## config.mk

```make
export PLATFORM = sky130hd
export DESIGN_NAME = pipe_hazard_ctrl_flat
export DESIGN_NICKNAME = d
export VERILOG_FILES = /design/src/rtl/pipe_hazard_if.sv /design/src/rtl/pipe_hazard_ctrl.sv /design/src/flat_wrapper.sv
export SDC_FILE = /design/constraint.sdc
export NUM_CORES = 1
export LEC_CHECK = 0
export BUFFER_PORTS_ARGS = -buffer_cell sky130_fd_sc_hd__buf_2
export CAP_MARGIN = 40
export CORE_ASPECT_RATIO = 1.2
export CORE_MARGIN = 2
export CORE_UTILIZATION = 54
export DETAILED_ROUTE_END_ITERATION = 8
export PLACE_DENSITY = 0.86
export SLEW_MARGIN = 20
export SYNTH_ARGS = -nofsm -noshare
export SYNTH_HDL_FRONTEND = slang
export SYNTH_SLANG_ARGS = --single-unit
```

## constraint.sdc

```tcl
create_clock -name clk_i -period 5.6 [get_ports clk_i]
set_input_delay 1.4 -clock clk_i [delete_from_list [all_inputs] [get_ports clk_i]]
set_output_delay 1.4 -clock clk_i [all_outputs]
set_load 0.1 [all_outputs]
```

## src/rtl/pipe_hazard_if.sv

```systemverilog
// Bundle between the pipeline datapath and the hazard sequencer.
interface pipe_hazard_if #(
  parameter int unsigned REG_AW = 5,
  parameter int unsigned CNT_W  = 16
);
  logic              id_ex_memread_i;
  logic [REG_AW-1:0] id_ex_rt_i;
  logic [REG_AW-1:0] if_id_rs_i;
  logic [REG_AW-1:0] if_id_rt_i;
  logic              branch_taken_i;
  logic              dmem_req_i;
  logic              dmem_ready_i;
  logic              pc_en_o;
  logic              if_id_en_o;
  logic              if_id_flush_o;
  logic              id_ex_en_o;
  logic              id_ex_bubble_o;
  logic              ex_mem_en_o;
  logic              mem_wb_bubble_o;
  logic [CNT_W-1:0]  stall_cnt_o;
  logic              err_o;

  // Pipeline side: reports hazard sources, consumes enables/bubbles.
  modport master (
    output id_ex_memread_i, id_ex_rt_i, if_id_rs_i, if_id_rt_i,
           branch_taken_i, dmem_req_i, dmem_ready_i,
    input  pc_en_o, if_id_en_o, if_id_flush_o, id_ex_en_o, id_ex_bubble_o,
           ex_mem_en_o, mem_wb_bubble_o, stall_cnt_o, err_o
  );

  // Sequencer side.
  modport slave (
    input  id_ex_memread_i, id_ex_rt_i, if_id_rs_i, if_id_rt_i,
           branch_taken_i, dmem_req_i, dmem_ready_i,
    output pc_en_o, if_id_en_o, if_id_flush_o, id_ex_en_o, id_ex_bubble_o,
           ex_mem_en_o, mem_wb_bubble_o, stall_cnt_o, err_o
  );
endinterface

```

## src/rtl/pipe_hazard_ctrl.sv

```systemverilog
// Stall/flush sequencer for the 5-stage pipeline: load-use stalls, data-memory
// freeze with timeout, branch flush (deferred while frozen), stall-cycle counter.
module pipe_hazard_ctrl #(
  parameter int unsigned REG_AW  = 5,
  parameter int unsigned TIMEOUT = 64,
  parameter int unsigned CNT_W   = 16
) (
  input  logic            clk_i,
  input  logic            rst_n_i,
  pipe_hazard_if.slave    bus
);

  localparam int unsigned WAIT_W = (TIMEOUT > 2) ? $clog2(TIMEOUT) : 1;

  typedef enum logic [1:0] {
    RUN      = 2'd0,
    MEM_WAIT = 2'd1,
    ERROR    = 2'd2
  } state_t;

  state_t            state_q, state_d;
  logic [WAIT_W-1:0] wait_q, wait_d;
  logic              pend_q, pend_d;
  logic [CNT_W-1:0]  stall_q;
  logic              err_q;

  logic freeze_c;
  logic load_use_c;
  logic flush_c;
  logic pc_en_c;

  // Hazard sources decoded from the current state and pipeline inputs.
  always_comb begin
    freeze_c   = 1'b0;
    load_use_c = 1'b0;
    flush_c    = 1'b0;
    if (rst_n_i) begin
      freeze_c = ((state_q == RUN) && bus.dmem_req_i && !bus.dmem_ready_i) ||
                 ((state_q == MEM_WAIT) && !bus.dmem_ready_i) ||
                 (state_q == ERROR);
      load_use_c = bus.id_ex_memread_i && (bus.id_ex_rt_i != REG_AW'(0)) &&
                   ((bus.id_ex_rt_i == bus.if_id_rs_i) ||
                    (bus.id_ex_rt_i == bus.if_id_rt_i));
      flush_c = !freeze_c && (bus.branch_taken_i || pend_q);
    end
  end

  // Stage enables/bubbles: freeze beats load-use, flush overrides the IF_ID hold.
  always_comb begin
    pc_en_c             = !freeze_c && !load_use_c;
    bus.pc_en_o         = pc_en_c;
    bus.if_id_en_o      = !freeze_c && (!load_use_c || flush_c);
    bus.if_id_flush_o   = flush_c;
    bus.id_ex_en_o      = !freeze_c;
    bus.id_ex_bubble_o  = !freeze_c && load_use_c;
    bus.ex_mem_en_o     = !freeze_c;
    bus.mem_wb_bubble_o = freeze_c;
  end

  // Next-state, wait counter and pending-flush tracking.
  always_comb begin
    state_d = state_q;
    wait_d  = wait_q;
    pend_d  = pend_q;
    if (freeze_c) begin
      pend_d = pend_q || bus.branch_taken_i;
    end else begin
      pend_d = 1'b0;
    end
    case (state_q)
      RUN: begin
        if (bus.dmem_req_i && !bus.dmem_ready_i) begin
          state_d = MEM_WAIT;
          wait_d  = WAIT_W'(1);
        end
      end
      MEM_WAIT: begin
        if (bus.dmem_ready_i) begin
          state_d = RUN;
          wait_d  = '0;
        end else if (wait_q == WAIT_W'(TIMEOUT - 1)) begin
          state_d = ERROR;
        end else begin
          wait_d = wait_q + WAIT_W'(1);
        end
      end
      ERROR: begin
        state_d = ERROR;
      end
      default: begin
        state_d = RUN;
        wait_d  = '0;
      end
    endcase
  end

  // State register.
  always_ff @(posedge clk_i or negedge rst_n_i) begin
    if (!rst_n_i) begin
      state_q <= RUN;
      wait_q  <= '0;
      pend_q  <= 1'b0;
    end else begin
      state_q <= state_d;
      wait_q  <= wait_d;
      pend_q  <= pend_d;
    end
  end

  // Saturating stall-cycle counter and sticky timeout flag.
  always_ff @(posedge clk_i or negedge rst_n_i) begin
    if (!rst_n_i) begin
      stall_q <= '0;
      err_q   <= 1'b0;
    end else begin
      if (!pc_en_c && (stall_q != {CNT_W{1'b1}})) begin
        stall_q <= stall_q + CNT_W'(1);
      end
      if (state_d == ERROR) begin
        err_q <= 1'b1;
      end
    end
  end

  assign bus.stall_cnt_o = stall_q;
  assign bus.err_o       = err_q;

endmodule

```

## src/flat_wrapper.sv

```systemverilog
// flat-port wrapper written by rule: the top's interface ports become plain ports
module pipe_hazard_ctrl_flat 
#(
  parameter int unsigned REG_AW  = 5,
  parameter int unsigned TIMEOUT = 64,
  parameter int unsigned CNT_W   = 16
)
  (clk_i, rst_n_i, bus_id_ex_memread_i, bus_id_ex_rt_i, bus_if_id_rs_i, bus_if_id_rt_i, bus_branch_taken_i, bus_dmem_req_i, bus_dmem_ready_i, bus_pc_en_o, bus_if_id_en_o, bus_if_id_flush_o, bus_id_ex_en_o, bus_id_ex_bubble_o, bus_ex_mem_en_o, bus_mem_wb_bubble_o, bus_stall_cnt_o, bus_err_o);
  pipe_hazard_if #(.REG_AW(REG_AW), .CNT_W(CNT_W)) bus_i ();
  input  logic clk_i;
  input  logic rst_n_i;
  input wire logic [$bits(bus_i.id_ex_memread_i)-1:0] bus_id_ex_memread_i;
  input wire logic [$bits(bus_i.id_ex_rt_i)-1:0] bus_id_ex_rt_i;
  input wire logic [$bits(bus_i.if_id_rs_i)-1:0] bus_if_id_rs_i;
  input wire logic [$bits(bus_i.if_id_rt_i)-1:0] bus_if_id_rt_i;
  input wire logic [$bits(bus_i.branch_taken_i)-1:0] bus_branch_taken_i;
  input wire logic [$bits(bus_i.dmem_req_i)-1:0] bus_dmem_req_i;
  input wire logic [$bits(bus_i.dmem_ready_i)-1:0] bus_dmem_ready_i;
  output wire logic [$bits(bus_i.pc_en_o)-1:0] bus_pc_en_o;
  output wire logic [$bits(bus_i.if_id_en_o)-1:0] bus_if_id_en_o;
  output wire logic [$bits(bus_i.if_id_flush_o)-1:0] bus_if_id_flush_o;
  output wire logic [$bits(bus_i.id_ex_en_o)-1:0] bus_id_ex_en_o;
  output wire logic [$bits(bus_i.id_ex_bubble_o)-1:0] bus_id_ex_bubble_o;
  output wire logic [$bits(bus_i.ex_mem_en_o)-1:0] bus_ex_mem_en_o;
  output wire logic [$bits(bus_i.mem_wb_bubble_o)-1:0] bus_mem_wb_bubble_o;
  output wire logic [$bits(bus_i.stall_cnt_o)-1:0] bus_stall_cnt_o;
  output wire logic [$bits(bus_i.err_o)-1:0] bus_err_o;
  assign bus_i.id_ex_memread_i = bus_id_ex_memread_i;
  assign bus_i.id_ex_rt_i = bus_id_ex_rt_i;
  assign bus_i.if_id_rs_i = bus_if_id_rs_i;
  assign bus_i.if_id_rt_i = bus_if_id_rt_i;
  assign bus_i.branch_taken_i = bus_branch_taken_i;
  assign bus_i.dmem_req_i = bus_dmem_req_i;
  assign bus_i.dmem_ready_i = bus_dmem_ready_i;
  assign bus_pc_en_o = bus_i.pc_en_o;
  assign bus_if_id_en_o = bus_i.if_id_en_o;
  assign bus_if_id_flush_o = bus_i.if_id_flush_o;
  assign bus_id_ex_en_o = bus_i.id_ex_en_o;
  assign bus_id_ex_bubble_o = bus_i.id_ex_bubble_o;
  assign bus_ex_mem_en_o = bus_i.ex_mem_en_o;
  assign bus_mem_wb_bubble_o = bus_i.mem_wb_bubble_o;
  assign bus_stall_cnt_o = bus_i.stall_cnt_o;
  assign bus_err_o = bus_i.err_o;
  pipe_hazard_ctrl #(.REG_AW(REG_AW), .TIMEOUT(TIMEOUT), .CNT_W(CNT_W)) u_core (.clk_i(clk_i), .rst_n_i(rst_n_i), .bus(bus_i));
endmodule
```

==> results of run 1 <==
## state kept, by name, summed over array words and instances (netlist names)
| signal | count |
|---|---|
| u_core.bus.err_o | 1 |
| u_core.bus.stall_cnt_o | 16 |
| u_core.pend_q | 1 |
| u_core.state_q | 2 |
| u_core.wait_q | 6 |
## layout make-up
class | instances | area [um^2] | share of cell area, %
clock buffers | 3 | 22.5 | 1.26
repair buffers | 45 | 228 | 12.8
multi-input cells | 118 | 797 | 44.8
inverters | 3 | 11.3 | 0.632
flip-flops and latches | 26 | 651 | 36.5
clock inverters | 1 | 30.0 | 1.69
well taps | 33 | 41.3 | 2.32
## metal layers
metal	up-vias	part of all wire [%]	wire length (um)
li1	628	-	-
met1	621	44	1310
met2	35	50	1470
met3	2	5.1	151
met4	0	0.64	19
met5	-	0	0
## stage by stage
step | hold WS, ns | cell area (um^2)
2_1_floorplan | 0.445 | 1490
3_3_place_gp | 0.451 | 1730
3_5_place_dp | 0.457 | 1730
4_1_cts | 0.489 | 1780
5_1_grt | 0.504 | 1780
6_report | 0.484 | 1780
## cells by family (layout without fill, tap and decap cells)
kind of cell	Yosys count	count (layout)	synth area share [%]
and+or+nand+nor	70	70	24.9
AOI/OAI and AO/OA	22	22	11.5
buffers and inverters	7	52	2.77
DFF	26	26	43.7
adders and majority gates	2	2	1.68
xor gates and xnor gates	19	19	11.2
muxes	5	5	4.29
## power by group through the flow
| stage | Combinational, mW | Clock, mW | Sequential (mW) |
|---|---|---|---|
| after CTS | 0.397 | 0.130 | 0.267 |
| after global routing | 0.410 | 0.139 | 0.274 |
| after global placement | 0.391 | 0 | 0.268 |
| after detailed placement | 0.396 | 0 | 0.271 |
| final | 0.395 | 0.126 | 0.268 |
| after floorplan | 0.0948 | 0 | 0.499 |
## cells in the final DEF, fill, tap and decap left out, drive strengths merged, types with 2 or more instances in the layout
cell type and n:
nor2 9, and3 3, or2 4, inv 3, xor2 8, mux2 5, nand4 4, nand2b 4
xnor2 11, nor3 7, clkbuf 3, o22a 2, buf 45, nand3 12, a21oi 3, nand2 16
dfrtp 26, o31ai 4, nor4b 2, o21ai 9, ha 2, nor2b 2, nor4 5
## worst min path at each step
stage	end	slack [ns]	from
floorplan	u_core.wait_q[5]	0.44	u_core.wait_q[5]
global placement	u_core.bus.err_o	0.45	u_core.bus.err_o
detailed placement	u_core.bus.err_o	0.46	u_core.bus.err_o
CTS	u_core.bus.err_o	0.49	u_core.bus.err_o
global route	u_core.bus.err_o	0.50	u_core.bus.err_o
finish	u_core.bus.err_o	0.48	u_core.bus.err_o
==> qor.txt, run 1 <==
status -> finished, final reports clean
top-area cell type share of the netlist area -> 43.7%
GPL Wtd Cong -> 0.766
Top Usage Layer GRT -> met2
die area -> 0.00320 mm^2
crit-path max FO -> 17
filler instances -> 184
Final HPWL DP -> 2.25 mm
num rows -> 20
GRT Total Usage -> 19.2%
count leader, synth -> dfrtp_1
# diodes -> 0
post-CTS resize count -> 0
critical path depth -> 6
worst reg2reg path endpoint -> u_core.bus.stall_cnt_o[1]
r2r setup slk -> 3.20 ns
Port Buf Inserts -> 44
Boundary Pins -> 45
Worst VDD drop -> 0.000444 V
Worst Setup Path Type -> input pin to output port
vias per cell -> 5.62
part of the power in registers -> 34.0%
CP Cell Sequence -> buf_2, or3_1, o311a_4, a21oi_4, or2_2, buf_2
Layout Skew -> 0.00689 ns
number of global-route vias before repair -> 1,145
crit path to -> bus_if_id_en_o
setup TNS -> 0 ns
Setup violations, final -> 0
post-route insts no fill -> 229
Area contributors post-synth -> dfrtp_1 44%, xnor2_1 6.5%, xor2_1 4.7%
sequential fraction of the synthesis area -> 43.7%
max-cap violations -> 0
combinational share of power -> 50.0%
Slew headroom -> 57.8%
crit path from -> bus_id_ex_rt_i[1]
Vias -> 1,286
share of cells above drive strength 1 -> 31.1%
Die Ht -> 61.5 um
post-synthesis cell type count -> 36
slowest CP cell -> buf_2
Hold-fix buffers, CTS -> 0
M1 GR Usage -> 23.8%
antenna violations before repair -> 0
Area Overhead vs Synth -> 19.6%
pin count of the biggest net entering global routing -> 30
CP required -> 4.20 ns
CP Buf/Inv Count -> 2
core area -> 0.00258 mm^2
hold depth -> 1
CTS H-tree lvls -> 1
utilization after layout -> 69.1%
DRC viols -> 0
worst slew pin tran -> 0.629 ns
Hold Path Class -> flop to flop
Post-synth top cells -> 26 x dfrtp_1, 16 x nand2_1, 12 x nand3_1
pre-CTS setup slack -> 0.989 ns
wire length per cell -> 12.9 um
delay-heaviest family, CP -> compound AO/OA/AOI/OAI gates
CTS buffer count -> 3
Syn Std Cell Area -> 0.00149 mm^2
DRT iter0 DRCs -> 57
first-pass GRT wire length -> 4.72 mm
#FFs+latches synth -> 26
clock share of power -> 16.0%
Clock Root Buffer -> clkbuf_4
CTS tree -> yes
Max Fclk -> 217 MHz
PD cells -> 443 mW/mm^2
Int Power -> 365 uW
post-route minimum period -> 4.62 ns
Final WS setup -> 0.984 ns
Syn Nets -> 174
CP peak stage delay -> 0.41 ns
Synth Warn # -> 0
r2r startpoint -> u_core.bus.stall_cnt_o[4]
Worst-path clk slew -> 0.13 ns
kind of end point of the critical path -> output port
syn_area_per_cell -> 9.86 um^2
Post-CTS Repair Setup Buffers -> 0
Clk Latency, worst-skew pair -> 0.31 ns
gr ovfl total -> 0
Worst setup SP type -> input pin
RSZ-0062 raised after global routing -> no
Max Root-Sink Buffers -> 2
cell taking the most area after synthesis -> dfrtp_1
Synth Instances -> 151
Reg2Reg Depth -> 6
met2 GRT Util -> 35.3%
Pleak -> 0.807 nW
Pre-antenna DRT Iters -> 4
worst endpoint data arrival time -> 3.22 ns
Post-DRT Antenna Nets -> 0
final hold vios -> 0
width of the die -> 51.9 um
Final nets -> 220
total power -> 789 uW
Post-synth EDFFs -> 0
period utilisation layout -> 82.4%
Synth Flop Type -> dfrtp_1
Starting Density -> 57.8%
GR Layer Usage met3 -> 1.70%
Detailed Route WL -> 2.95 mm
CTS sink cnt -> 26
Top cell by count, worst path -> buf_2
switching share of total power -> 53.7%
post-placement cell count -> 225
Slew Viols, Final -> 0
Sw Pwr -> 424 uW
async set or reset register ratio after synthesis -> 100%
(Power assumes the default switching activity.)
==> run 2, diff against run 1 <==
--- a/config.mk
+++ b/config.mk
@@ -9,9 +9,9 @@
 export CAP_MARGIN = 40
 export CORE_ASPECT_RATIO = 1.2
 export CORE_MARGIN = 2
-export CORE_UTILIZATION = 54
+export CORE_UTILIZATION = 46
 export DETAILED_ROUTE_END_ITERATION = 8
-export PLACE_DENSITY = 0.86
+export PLACE_DENSITY = 0.78
 export SLEW_MARGIN = 20
 export SYNTH_ARGS = -nofsm -noshare
 export SYNTH_HDL_FRONTEND = slang
==> constraint.sdc (replaced) <==
create_clock -name clk_i -period 3.85 [get_ports clk_i]
set_input_delay 0.9625 -clock clk_i [delete_from_list [all_inputs] [get_ports clk_i]]
set_output_delay 0.9625 -clock clk_i [all_outputs]
set_load 0.1 [all_outputs]
==> run 2 against run 1 <==
  * Non-clock buffer count up 1
  * Routed wire length up 8.6%
  * Die area up 16%
  * Cell count up 1.7%
  * Critical path type unchanged
  * Critical endpoint unchanged
  * Largest cell class unchanged
  * Highest routed layer unchanged
==> qor.txt, run 2 (synthesis results as in run 1) <==
Post-Layout Inst Area -> 0.00184 mm^2 (+3.4%)
Pleak -> 0.815 nW (+1.1%)
worst slew pin tran -> 0.626 ns (-0.00314 ns)
DRC viols -> 0 (unchanged)
CTS tree -> yes
Layout Skew -> 0.0105 ns (+0.00362 ns)
first-pass GRT wire length -> 5.54 mm (+17%)
CP Cell Sequence -> buf_2, or3_1, o311a_4, a21oi_4, or2_4, buf_12
Post-CTS Repair Setup Buffers -> 0 (unchanged)
slowest CP cell -> or3_1
Max Fclk -> 302 MHz
Die Ht -> 66.3 um (+7.8%)
CTS H-tree lvls -> 1 (unchanged)
Max Root-Sink Buffers -> 2 (unchanged)
num rows -> 22 (+10%)
max-cap violations -> 0 (unchanged)
worst endpoint data arrival time -> 2.35 ns (-0.87 ns)
DRT iter0 DRCs -> 58 (+1.8%)
Boundary Pins -> 45 (unchanged)
kind of end point of the critical path -> output port
GPL Wtd Cong -> 0.823 (+7.4%)
core area -> 0.00308 mm^2 (+20%)
Clk Latency, worst-skew pair -> 0.32 ns (about the same)
Worst-path clk slew -> 0.13 ns (about the same)
width of the die -> 55.9 um (+7.7%)
vias per cell -> 5.57 (-0.80%)
CP Buf/Inv Count -> 2 (unchanged)
Detailed Route WL -> 3.21 mm (+8.6%)
max reg flops -> 16 (unchanged)
# diodes -> 0 (unchanged)
utilization after layout -> 59.7% (-9.3 points)
most common cell after layout, fill and taps aside -> buf_2
Worst Setup Path Type -> input pin to output port
Clock Root Buffer -> clkbuf_4
gr ovfl total -> 0 (unchanged)
number of global-route vias before repair -> 1,303 (+14%)
Slew headroom -> 58.0% (+0.21 points)
post-CTS resize count -> 0 (unchanged)
post-placement cell count -> 229 (+1.8%)
period utilisation layout -> 86.1%
Worst setup SP type -> input pin
crit-path max FO -> 4 (-13)
setup TNS -> 0 ns (unchanged)
Post-Place Cell Area -> 0.00181 mm^2 (+4.5%)
Final HPWL DP -> 2.53 mm (+12%)
wire length per cell -> 13.8 um (+6.8%)
Slew Viols, Final -> 0 (unchanged)
CTS buffer count -> 3 (unchanged)
post-route minimum period -> 3.32 ns
Post-DRT Antenna Nets -> 0 (unchanged)
RSZ-0062 raised after global routing -> no
Worst VDD drop -> 0.000743 V (+67%)
Port Buf Inserts -> 44 (unchanged)
Vias -> 1,298 (+0.93%)
hold_ws -> 0.486 ns (+0.00197 ns)
PD cells -> 609 mW/mm^2 (+37%)
Pre-antenna DRT Iters -> 4 (unchanged)
antenna violations before repair -> 0 (unchanged)
CTS sink cnt -> 26 (unchanged)
share of cells above drive strength 1 -> 33.5% (+2.4 points)
most frequent cells in the layout -> 42 x buf_2, 26 x dfrtp_1, 15 x nand2_1
GRT Total Usage -> 18.9% (-0.23 points)
die area -> 0.00371 mm^2 (+16%)
post-route insts no fill -> 233 (+1.7%)
delay-heaviest family, CP -> simple AND/OR/NAND/NOR gates
r2r setup slk -> 1.43 ns (-1.77 ns)
CP peak stage delay -> 0.38 ns (-0.03 ns)
Area Overhead vs Synth -> 23.7%
Final nets -> 221 (+0.45%)
Starting Density -> 48.3% (-9.5 points)
Hold Path Class -> flop to flop
pin count of the biggest net entering global routing -> 21 (-30%)
CP required -> 2.89 ns (-1.31 ns)
final hold vios -> 0 (unchanged)
status -> finished, final reports clean
Setup violations, final -> 0 (unchanged)
Hold-fix buffers, CTS -> 0 (unchanged)
[run 2: cell types whose count changed in the layout (fill, tap and decap cells not counted), moves of 2 or more]
cell,delta
buf_12,+2
buf_2,-2
nor2_2,+2
nor2_1,-2
[run 2: where the power goes]
group	internal, mW	switching (mW)	total (mW)
sequential	0.324	0.0707	0.395
clock	0.0578	0.0787	0.137
combinational	0.111	0.479	0.590
total	0.493	0.628	1.12
[run 2: routing by layer]
layer  up-vias  track usage, %  share of wire, %
met1       622            21.6                42
li1        631               -                 -
met2        35            33.9                51
met4         0            9.52               2.6
met5         -               0                 0
met3        10            3.52               4.6
[run 2: per-stage QoR]
stage | setup WS (ns) | power [mW]
finish | 0.534 | 1.12
global route | 0.493 | 1.17
CTS | 0.525 | 1.13
detailed placement | 0.529 | 0.993
global placement | 0.548 | 0.973
floorplan | 0.0589 | 0.869
[run 2: worst reg2reg max path: stages (launching register included)]
cell and delay [ns]:
dfrtp_1 0.48, and4_1 0.27, nand3_1 0.13, or2_4 0.30, nor3_2 0.55, or2_4 0.26, mux2_1 0.33
[run 2: final cells by class]
| cell class | instances | area (um^2) |
|---|---|---|
| inverter | 3 | 15.0 |
| timing repair buffer | 46 | 265 |
| multi-input combinational | 118 | 830 |
| fill | 279 | 1240 |
| tap | 36 | 45.0 |
| clock buffer | 4 | 36.3 |
| sequential | 26 | 651 |
[run 2: final timing paths]
check,endpoint,cells after the start,start
setup / recovery,bus_if_id_en_o,6,bus_id_ex_rt_i[1]
hold / removal,u_core.bus.err_o,1,u_core.bus.err_o
min in group asynchronous,u_core.pend_q,1,rst_n_i
max in group asynchronous,u_core.wait_q[2],2,rst_n_i
hold reg to reg,u_core.bus.err_o,1,u_core.bus.err_o
setup reg to reg,u_core.bus.stall_cnt_o[1],6,u_core.bus.stall_cnt_o[4]
==> run 3, diff against run 2 <==
--- a/config.mk
+++ b/config.mk
@@ -12,6 +12,7 @@
 export CORE_UTILIZATION = 46
 export DETAILED_ROUTE_END_ITERATION = 8
 export PLACE_DENSITY = 0.78
+export RECOVER_POWER = 50
 export SLEW_MARGIN = 20
 export SYNTH_ARGS = -nofsm -noshare
 export SYNTH_HDL_FRONTEND = slang
==> run 3 against run 2 <==
  * Worst hold slack improved by 0.0021 ns
  * Die area unchanged
  * Critical endpoint is now bus_id_ex_bubble_o
  * Largest cell class unchanged
  * Sequential cell count is the same
==> qor.txt, run 3 (synthesis results as in run 1) <==
Slew headroom -> 23.0% (-35 points)
wire length per cell -> 13.8 um (+0.31%)
Boundary Pins -> 45 (unchanged)
Worst setup SP type -> input pin
most common cell after layout, fill and taps aside -> buf_2
Clk Latency, worst-skew pair -> 0.32 ns (about the same)
GRT Total Usage -> 18.9% (unchanged)
Multi-input gate area -> 830 um^2 (unchanged)
Final HPWL DP -> 2.53 mm (unchanged)
CTS H-tree lvls -> 1 (unchanged)
filler instances -> 282 (+1.1%)
Slew Viols, Final -> 0 (unchanged)
Worst Setup Path Type -> input pin to output port
met1 WL -> 1.37 mm (+2.6%)
Pleak -> 0.803 nW (-1.6%)
Port Buf Inserts -> 44 (unchanged)
Area Overhead vs Synth -> 23.1%
Detailed Route WL -> 3.22 mm (+0.31%)
core area -> 0.00308 mm^2 (unchanged)
worst reg2reg path endpoint -> u_core.bus.stall_cnt_o[1]
RSZ-0062 raised after global routing -> no
Post-CTS Repair Setup Buffers -> 0 (unchanged)
post-CTS resize count -> 0 (unchanged)
Post-Layout Inst Area -> 0.00183 mm^2 (-0.48%)
hold_ws -> 0.488 ns (+0.00208 ns)
worst slew pin tran -> 1.16 ns (+0.535 ns)
met3 WL -> 132 um (-11%)
Hold Path Class -> flop to flop
CTS sink cnt -> 26 (unchanged)
width of the die -> 55.9 um (unchanged)
Max Fclk -> 295 MHz (-2.2%)
post-placement cell count -> 229 (unchanged)
setup TNS -> 0 ns (unchanged)
r2r setup slk -> 1.42 ns (about the same)
Worst VDD drop -> 0.000741 V (-0.16%)
pin count of the biggest net entering global routing -> 21 (unchanged)
DRC viols -> 0 (unchanged)
kind of end point of the critical path -> output port
Register Area -> 651 um^2 (unchanged)
# diodes -> 0 (unchanged)
first-pass GRT wire length -> 5.54 mm (unchanged)
crit path from -> rst_n_i
Starting Density -> 48.3% (unchanged)
Die Ht -> 66.3 um (unchanged)
met2 routed WL -> 1.65 mm (+0.37%)
DRT iter0 DRCs -> 51 (-12%)
GPL Wtd Cong -> 0.823 (unchanged)
post-route insts no fill -> 233 (unchanged)
Clock Root Buffer -> clkbuf_4
period utilisation layout -> 88.1% (+2.0 points)
crit-path max FO -> 10 (+6)
Final WS setup -> 0.458 ns (-0.0763 ns)
Setup violations, final -> 0 (unchanged)
share of cells above drive strength 1 -> 31.0% (-2.5 points)
PD cells -> 611 mW/mm^2 (+0.42%)
Pre-antenna DRT Iters -> 4 (unchanged)
most frequent cells in the layout -> 38 x buf_2, 26 x dfrtp_1, 15 x nand2_1
Max Root-Sink Buffers -> 2 (unchanged)
Layout Skew -> 0.00837 ns (-0.00215 ns)
CP required -> 2.89 ns (about the same)
number of global-route vias before repair -> 1,303 (unchanged)
Reg2Reg Depth -> 6 (unchanged)
crit path to -> bus_id_ex_bubble_o
max reg flops -> 16 (unchanged)
gr ovfl total -> 0 (unchanged)
Post-Place Cell Area -> 0.00181 mm^2 (unchanged)
pre-CTS setup slack -> 0.529 ns (unchanged)
Final nets -> 221 (unchanged)
CTS tree -> yes
vias per cell -> 5.55 (-0.31%)
worst endpoint data arrival time -> 2.43 ns (+0.08 ns)
die area -> 0.00371 mm^2 (unchanged)
Worst-path clk slew -> 0.13 ns (about the same)
Post-DRT Antenna Nets -> 0 (unchanged)
r2r startpoint -> u_core.bus.stall_cnt_o[4]
num rows -> 22 (unchanged)
Highest Signal Layer -> met4
Hold-fix buffers, CTS -> 0 (unchanged)
final hold vios -> 0 (unchanged)
post-route minimum period -> 3.39 ns (+0.0763 ns)
max-cap violations -> 0 (unchanged)
status -> finished, final reports clean
antenna violations before repair -> 0 (unchanged)
Vias -> 1,294 (-0.31%)
CTS buffer count -> 3 (unchanged)
-- run 3: how the worst min path moves through the flow --
stage                             endpoint  cells past startpoint        startpoint  slack, ns
after CTS                 u_core.bus.err_o                      1  u_core.bus.err_o       0.49
after global placement    u_core.bus.err_o                      1  u_core.bus.err_o       0.45
after detailed placement  u_core.bus.err_o                      1  u_core.bus.err_o       0.45
after floorplan           u_core.wait_q[5]                      1  u_core.wait_q[5]       0.44
final                     u_core.bus.err_o                      1  u_core.bus.err_o       0.49
after global routing      u_core.bus.err_o                      1  u_core.bus.err_o       0.53
-- run 3: final cells by class --
class                           count  share of cell area, %
Multi-Input combinational cell    118                   45.3
Sequential cell                    26                   35.5
Timing Repair Buffer               46                   14.0
Tap cell                           36                   2.46
Clock buffer                        4                   1.98
Inverter                            3                  0.819
-- run 3: power by group --
group          switching, mW  total (mW)  internal (mW)  leakage [nW]
logic                  0.479       0.589          0.110         0.454
registers             0.0715       0.395          0.324         0.327
clock network         0.0781       0.136         0.0578        0.0210
total                  0.629        1.12          0.492         0.803
-- run 3: worst max-delay path, cell delays in order --
cell      delay (ns)
clkbuf_1        0.54
o311a_4         0.35
and3_2          0.17
buf_2           0.41
-- run 3: stage by stage --
step	total power, mW	util, %
floorplan	0.869	-
global placement	0.973	58.6
detailed placement	0.993	58.6
CTS	1.13	59.7
global route	1.17	59.5
finish	1.12	59.5
-- run 3: routing by layer --
layer | track usage [%] | vias to the layer above
met1 | 21.6 | 620
met5 | 0 | -
li1 | - | 632
met3 | 3.52 | 8
met2 | 33.9 | 34
met4 | 9.52 | 0
